===== src/rtl/xt_lbus_master.sv =====
// -----------------------------------------------------------------------------
// xt_lbus_master
//
// Initiator end of the XT local bus (LBUS). Takes one read or write request at
// a time from the core-side valid/ready channel, runs exactly one LBUS strobe
// cycle for it, then captures the OR-reduced slave read data. The captured
// data is returned on the valid/ready response channel.
//
// Transaction flow: IDLE -> STROBE (one cycle) -> RESP -> IDLE.
//
// Optional feature (macro XT_LBUS_MASTER_POSTED_WRITE_EN):
//   When the macro is defined, writes are posted. A write goes from STROBE
//   straight back to IDLE and never raises rsp_valid. Reads are unchanged.
//   When the macro is undefined, every write returns a response with
//   rsp_rdata = 0.
//
// Ports:
//   lb_clk     in   LBUS clock; all logic runs on its rising edge
//   lb_rst_n   in   asynchronous active-low reset
//   req_valid  in   core request valid
//   req_ready  out  request accepted when req_valid && req_ready
//   req_write  in   1 = write, 0 = read
//   req_addr   in   [ADDR_W] target LBUS address
//   req_wdata  in   [DATA_W] write data
//   rsp_valid  out  response valid
//   rsp_ready  in   core accepts the response
//   rsp_rdata  out  [DATA_W] read data; 0 for writes
//   xt_lb      out  lb_slave_t LBUS broadcast {addr, wdata, we, re}
//   rdata_in   in   [DATA_W] OR of all slave rdata outputs
// -----------------------------------------------------------------------------

package xt_lbus_pkg;
  localparam int LB_ADDR_W = 8;
  localparam int LB_DATA_W = 32;

  typedef struct packed {
    logic [LB_ADDR_W-1:0] addr;
    logic [LB_DATA_W-1:0] wdata;
    logic                 we;
    logic                 re;
  } lb_slave_t;
endpackage

module xt_lbus_master
  import xt_lbus_pkg::*;
#(
  // Must match the field widths of lb_slave_t.
  parameter int ADDR_W = LB_ADDR_W,
  parameter int DATA_W = LB_DATA_W
) (
  input  logic              lb_clk,
  input  logic              lb_rst_n,
  input  logic              req_valid,
  output logic              req_ready,
  input  logic              req_write,
  input  logic [ADDR_W-1:0] req_addr,
  input  logic [DATA_W-1:0] req_wdata,
  output logic              rsp_valid,
  input  logic              rsp_ready,
  output logic [DATA_W-1:0] rsp_rdata,
  output lb_slave_t         xt_lb,
  input  logic [DATA_W-1:0] rdata_in
);

  typedef enum logic [1:0] {
    ST_IDLE   = 2'd0,
    ST_STROBE = 2'd1,
    ST_RESP   = 2'd2
  } state_t;

  state_t            r_state;
  state_t            w_state_next;
  logic [ADDR_W-1:0] r_addr;
  logic [DATA_W-1:0] r_wdata;
  logic              r_write;
  logic [DATA_W-1:0] r_rdata;
  logic              w_accept;
  logic              w_we;
  logic              w_re;

  assign w_accept = req_valid && req_ready;

  // State register. Because we/re are decoded from the state, an asynchronous
  // reset drops the strobe immediately, with no extra cycle of delay.
  always_ff @(posedge lb_clk or negedge lb_rst_n) begin
    if (!lb_rst_n) begin
      r_state <= ST_IDLE;
    end else begin
      r_state <= w_state_next;
    end
  end

  // Next-state logic
  always_comb begin
    w_state_next = r_state;
    case (r_state)
      ST_IDLE: begin
        if (w_accept) begin
          w_state_next = ST_STROBE;
        end
      end
      ST_STROBE: begin
`ifdef XT_LBUS_MASTER_POSTED_WRITE_EN
        // A posted write has no response phase.
        w_state_next = r_write ? ST_IDLE : ST_RESP;
`else
        w_state_next = ST_RESP;
`endif
      end
      ST_RESP: begin
        // Returning through IDLE means the earliest next acceptance comes
        // one cycle after the response handshake.
        if (rsp_ready) begin
          w_state_next = ST_IDLE;
        end
      end
      default: w_state_next = ST_IDLE;
    endcase
  end

  // Output decode
  always_comb begin
    req_ready = 1'b0;
    rsp_valid = 1'b0;
    w_we      = 1'b0;
    w_re      = 1'b0;
    case (r_state)
      ST_IDLE:   req_ready = 1'b1;
      ST_STROBE: begin
        w_we = r_write;
        w_re = !r_write;
      end
      ST_RESP:   rsp_valid = 1'b1;
      default:   req_ready = 1'b0;
    endcase
  end

  // Request capture and response data. The bus address and write data are
  // only updated on acceptance, so they hold their last value outside STROBE.
  always_ff @(posedge lb_clk or negedge lb_rst_n) begin
    if (!lb_rst_n) begin
      r_addr  <= '0;
      r_wdata <= '0;
      r_write <= 1'b0;
      r_rdata <= '0;
    end else begin
      if (r_state == ST_IDLE && w_accept) begin
        r_addr  <= req_addr;
        r_wdata <= req_wdata;
        r_write <= req_write;
      end
      // rdata_in is meaningful only during the strobe of a read. Writes
      // return zero.
      if (r_state == ST_STROBE) begin
        r_rdata <= r_write ? '0 : rdata_in;
      end
    end
  end

  assign rsp_rdata   = r_rdata;
  assign xt_lb.addr  = r_addr;
  assign xt_lb.wdata = r_wdata;
  assign xt_lb.we    = w_we;
  assign xt_lb.re    = w_re;

endmodule


===== config.mk =====
export PLATFORM = sky130hd
export DESIGN_NAME = xt_lbus_master
export DESIGN_NICKNAME = d
export VERILOG_FILES = /design/src/rtl/xt_lbus_master.sv
export SDC_FILE = /design/constraint.sdc
export NUM_CORES = 1
export LEC_CHECK = 0
export CORE_MARGIN = 8
export CORE_UTILIZATION = 50
export CTS_CLUSTER_SIZE = 24
export DETAILED_ROUTE_END_ITERATION = 7
export DONT_BUFFER_PORTS = 1
export GPL_ROUTABILITY_DRIVEN = 0
export GPL_TIMING_DRIVEN = 0
export PLACE_DENSITY_LB_ADDON = 0.25
export REMOVE_ABC_BUFFERS = 1
export SETUP_SLACK_MARGIN = 0.1
export SYNTH_ARGS = -nofsm -noshare
export SYNTH_HDL_FRONTEND = slang
export SYNTH_SLANG_ARGS = --single-unit

===== constraint.sdc =====
create_clock -name lb_clk -period 1.6 [get_ports lb_clk]
set_clock_uncertainty 0.15 [all_clocks]
set_input_delay 0.32 -clock lb_clk [delete_from_list [all_inputs] [get_ports lb_clk]]
set_output_delay 0.32 -clock lb_clk [all_outputs]
set_load 0.05 [all_outputs]

# After elaboration in Yosys (flattened, before gate mapping)
# Index checks and enable logic that the tools add are counted.
# classes
eq_ne	4
mux	8
n_reduce_logical	5
# ops
operator	n
$mux 32	1
$pmux 2 s3	1
$mux 1	4
$mux 2	2
$ne 2x2->1 const B	2
$eq 2x1->1 const B	1
$eq 2x2->1 const B	1
$logic_and 1x1->1	2
$logic_not 2->1	1
$reduce_and 2->1	1
$logic_not 1->1	1
# word_totals
ff_bits	75
elab_cells	22
input_bits	77

# Logic depth before layout (Yosys ltp)
# depth
depth_word	5
ltp_mapped	5
depth_no_buf	2

# Least setup slack after synthesis
# OpenSTA, ideal clock, no wires.
# synth_path
path_type	register to output
start	register r_state[0]
end	output port xt_lb[1] (netlist name)
n_path_buf	3
t_arrival_ns	1.154
setup_slack_ns	-0.024
stages_incl_launch_ff	6
path_cell_list	dfrtp_1 nor2b_1 buf_4 buf_6 and2_1 buf_4
# synth_via
elab_chain_cells	2
# synth_rtl
item	line	rtl
start: declaration	71	state_t r_state;
start signal: assignment	89	r_state <= w_state_next;
$eq 2x1->1	127	case (r_state)
$mux 1	127	
end: declaration	61	output lb_slave_t xt_lb,
# Every way passes these cells.

==> results.json <==
{
  "startpoint_type": "flip-flop",
  "placement.setup.worst_slack_ns": -0.6375,
  "synthToLayoutAreaGrowth_pct": 37.55,
  "drc": 0,
  "final_net_count": 339,
  "setup_viol": 45,
  "synth_top_cell_area_share": 0.6056,
  "clock_latency_ns": 0.33,
  "fin_worst_hold_slack_ns": -0.4764,
  "worst_setup_slack_for_register_to_register_paths_ns": -0.19,
  "final_max_slew_viol_count": 0,
  "synthFlopType": "sky130_fd_sc_hd__dfrtp_1",
  "cts_made_buffers": 9,
  "rr_endpoint": "r_wdata[27]$_DFFE_PN0P_",
  "worstPathArrival_ns": 1.34,
  "status": "complete, but fails checks",
  "number_of_global_route_vias_before_repair": 2128,
  "drt_first_pass_iters": 4,
  "ctsHtreeMaxLevel": 3,
  "clock_input_transition_at_the_sequential_cells_of_the_worst_setup_and_hold_paths_ns": 0.08,
  "wl_per_cell_um": 23.64,
  "grt_setup_unrepaired": "yes",
  "ant_nets": 0,
  "post_synth_main_area_contributors": "sky130_fd_sc_hd__dfrtp_1 (61%), sky130_fd_sc_hd__mux2_2 (25%), sky130_fd_sc_hd__and2b_1 (5.1%), sky130_fd_sc_hd__buf_6 (2.5%), sky130_fd_sc_hd__nor2b_1 (2.4%)",
  "timing_worst_setup_path_type": "reg -> out",
  "largest_buffer_count_on_any_clock_path": 2,
  "core_area_um2": 5956,
  "die_w_um": 94.73,
  "relSlewSlack": 0.6486,
  "floorplan.initialDensity": 0.5204,
  "fin_crit_sh": 1.129,
  "vias": 1812,
  "first_iter_violations": 44,
  "total_congestion_overflow": 0,
  "min_period_ns": 1.807,
  "tns_ns": -6.674,
  "synth_common_cells": "sky130_fd_sc_hd__dfrtp_1 (75), sky130_fd_sc_hd__mux2_2 (70), sky130_fd_sc_hd__and2b_1 (21)",
  "violations": "hold timing, setup timing",
  "post_drt_via_cell_ratio": 5.267,
  "maxCapViolations": 0,
  "maximum_number_of_pins_on_one_net_before_global_route_repair": 76,
  "tritoncts": "built",
  "ys_ff_latch": 75,
  "synth_edf_count": 0,
  "dp.final_hpwl_um": 4766,
  "yosysSeqAreaShare": 0.6056,
  "worst-endpoint-required_ns": 1.13,
  "worst_slack_ns": -0.2070,
  "portBuffers": 0,
  "rows": 28,
  "critPathMaxFanout": 4,
  "worstReg2RegStart": "r_state[1]$_DFFE_PN0P_",
  "worst_r2r_path_depth": 6,
  "die_y_um": 94.73,
  "max_clock_freq_mhz": 553.4,
  "synth.lib_cells_used.distinct": 15,
  "grt_first_pass_wirelength_um": 12380,
  "io_pins": 153,
  "yosysWarnings": 0,
  "antenna_found_initial": 1,
  "clock-root-buffer": "sky130_fd_sc_hd__clkbuf_8",
  "asyncSetResetFlopFracSynth": 1.000,
  "grt.total_usage": 0.1839,
  "setup.worst_path.end_class": "output pin",
  "numClockSinks": 75,
  "timing_hold_violations_final": 75,
  "hp-class": "in -> async",
  "postRouteWirelength_um": 8132,
  "average_cell_area_after_synthesis_um2": 15.34,
  "synth_area_leader_cell": "sky130_fd_sc_hd__dfrtp_1",
  "design.die.area_um2": 8974,
  "synth_most_common_cell": "sky130_fd_sc_hd__dfrtp_1",
  "hold_buffers": 42,
  "synthesis.instances": 202,
  "tightestPinTransition_ns": 0.5271,
  "share_of_post_route_cells_with_drive_strength_above_1": 0.5019,
  "post_synthesis_instance_area_um2": 3099
}
[worst max-delay path by stage]
stage	start	end
CTS	r_state[1]$_DFFE_PN0P_	xt_lb[0]
detailed placement	r_state[0]$_DFFE_PN0P_	xt_lb[1]
finish	r_state[1]$_DFFE_PN0P_	xt_lb[0]
global route	r_state[1]$_DFFE_PN0P_	xt_lb[0]
global placement	r_state[0]$_DFFE_PN0P_	xt_lb[1]
floorplan	r_state[0]$_DFFE_PN0P_	xt_lb[1]
[layer usage]
| layer | vias up | global-route usage | routed length, um |
|---|---|---|---|
| li1 | 801 | - | - |
| met1 | 904 | 0.1937 | 2840 |
| met2 | 96 | 0.3076 | 4154 |
| met3 | 11 | 0.08889 | 1003 |
| met4 | 0 | 0.07932 | 132 |
| met5 | - | 0 | 0 |
[flip-flops by register name, summed over array words and instances (netlist names)]
signal     flops
r_addr         8
r_state        2
r_wdata       32
rsp_rdata     32
r_write        1
[cell families after synthesis]
group / synth area share
buffers and inverters: 0.03754
and+or+nand+nor: 0.09003
DFF: 0.6056
AOI/OAI and AO/OA: 0.001613
muxes: 0.2652
[layout make-up]
cell class	count	area, um^2
antenna	2	5.005
clock inverter	6	87.58
tap	75	93.84
multi-input combinational	113	1270
clock buffer	10	137.6
inverter	1	7.507
sequential	75	1902
fill	381	1693
timing repair buffer	62	759.5
[placed cells by master (no fill, tap or decap), drive strengths merged]
cell type    synthesis  routed
or2b                 1       1
buf                 10      20
and2b               21      21
inv                  1       1
clkinvlp             0       1
nor2b               12      12
nand2b               1       1
nor2                 2       2
clkbuf               3      10
dlygate4sd3          0      42
clkinv               0       3
dfrtp               75      75
diode                0       2
nor3b                1       1
and2                 1       1
bufinv               0       2
o21ai                1       1
mux2                73      73
[critical path, cell delays in order, from the launching register on]
cell	delay [ns]
sky130_fd_sc_hd__dfrtp_2	0.45
sky130_fd_sc_hd__or2b_1	0.27
sky130_fd_sc_hd__nor2_4	0.28
[metrics by stage]
step | instances | util | cell area [um^2]
final | 344 | 0.7158 | 4263
after global routing | 343 | 0.7153 | 4260
after floorplan | 189 | - | 2987
after detailed placement | 266 | 0.5227 | 3113
after global placement | 264 | 0.5172 | 3080
after CTS | 340 | 0.7002 | 4170
[repair_timing]
action                     in CTS  in global routing
pin swaps                       2                  1
setup buffers                  12                  2
hold endpoints to repair      117                 75
gates resized for setup        56                 28
setup endpoints to repair      78                 92
cloned                          4                  0
Power is left out: the tool's default activity adds up to more than one toggle a clock period on the data nets, which glitch-free logic cannot reach.
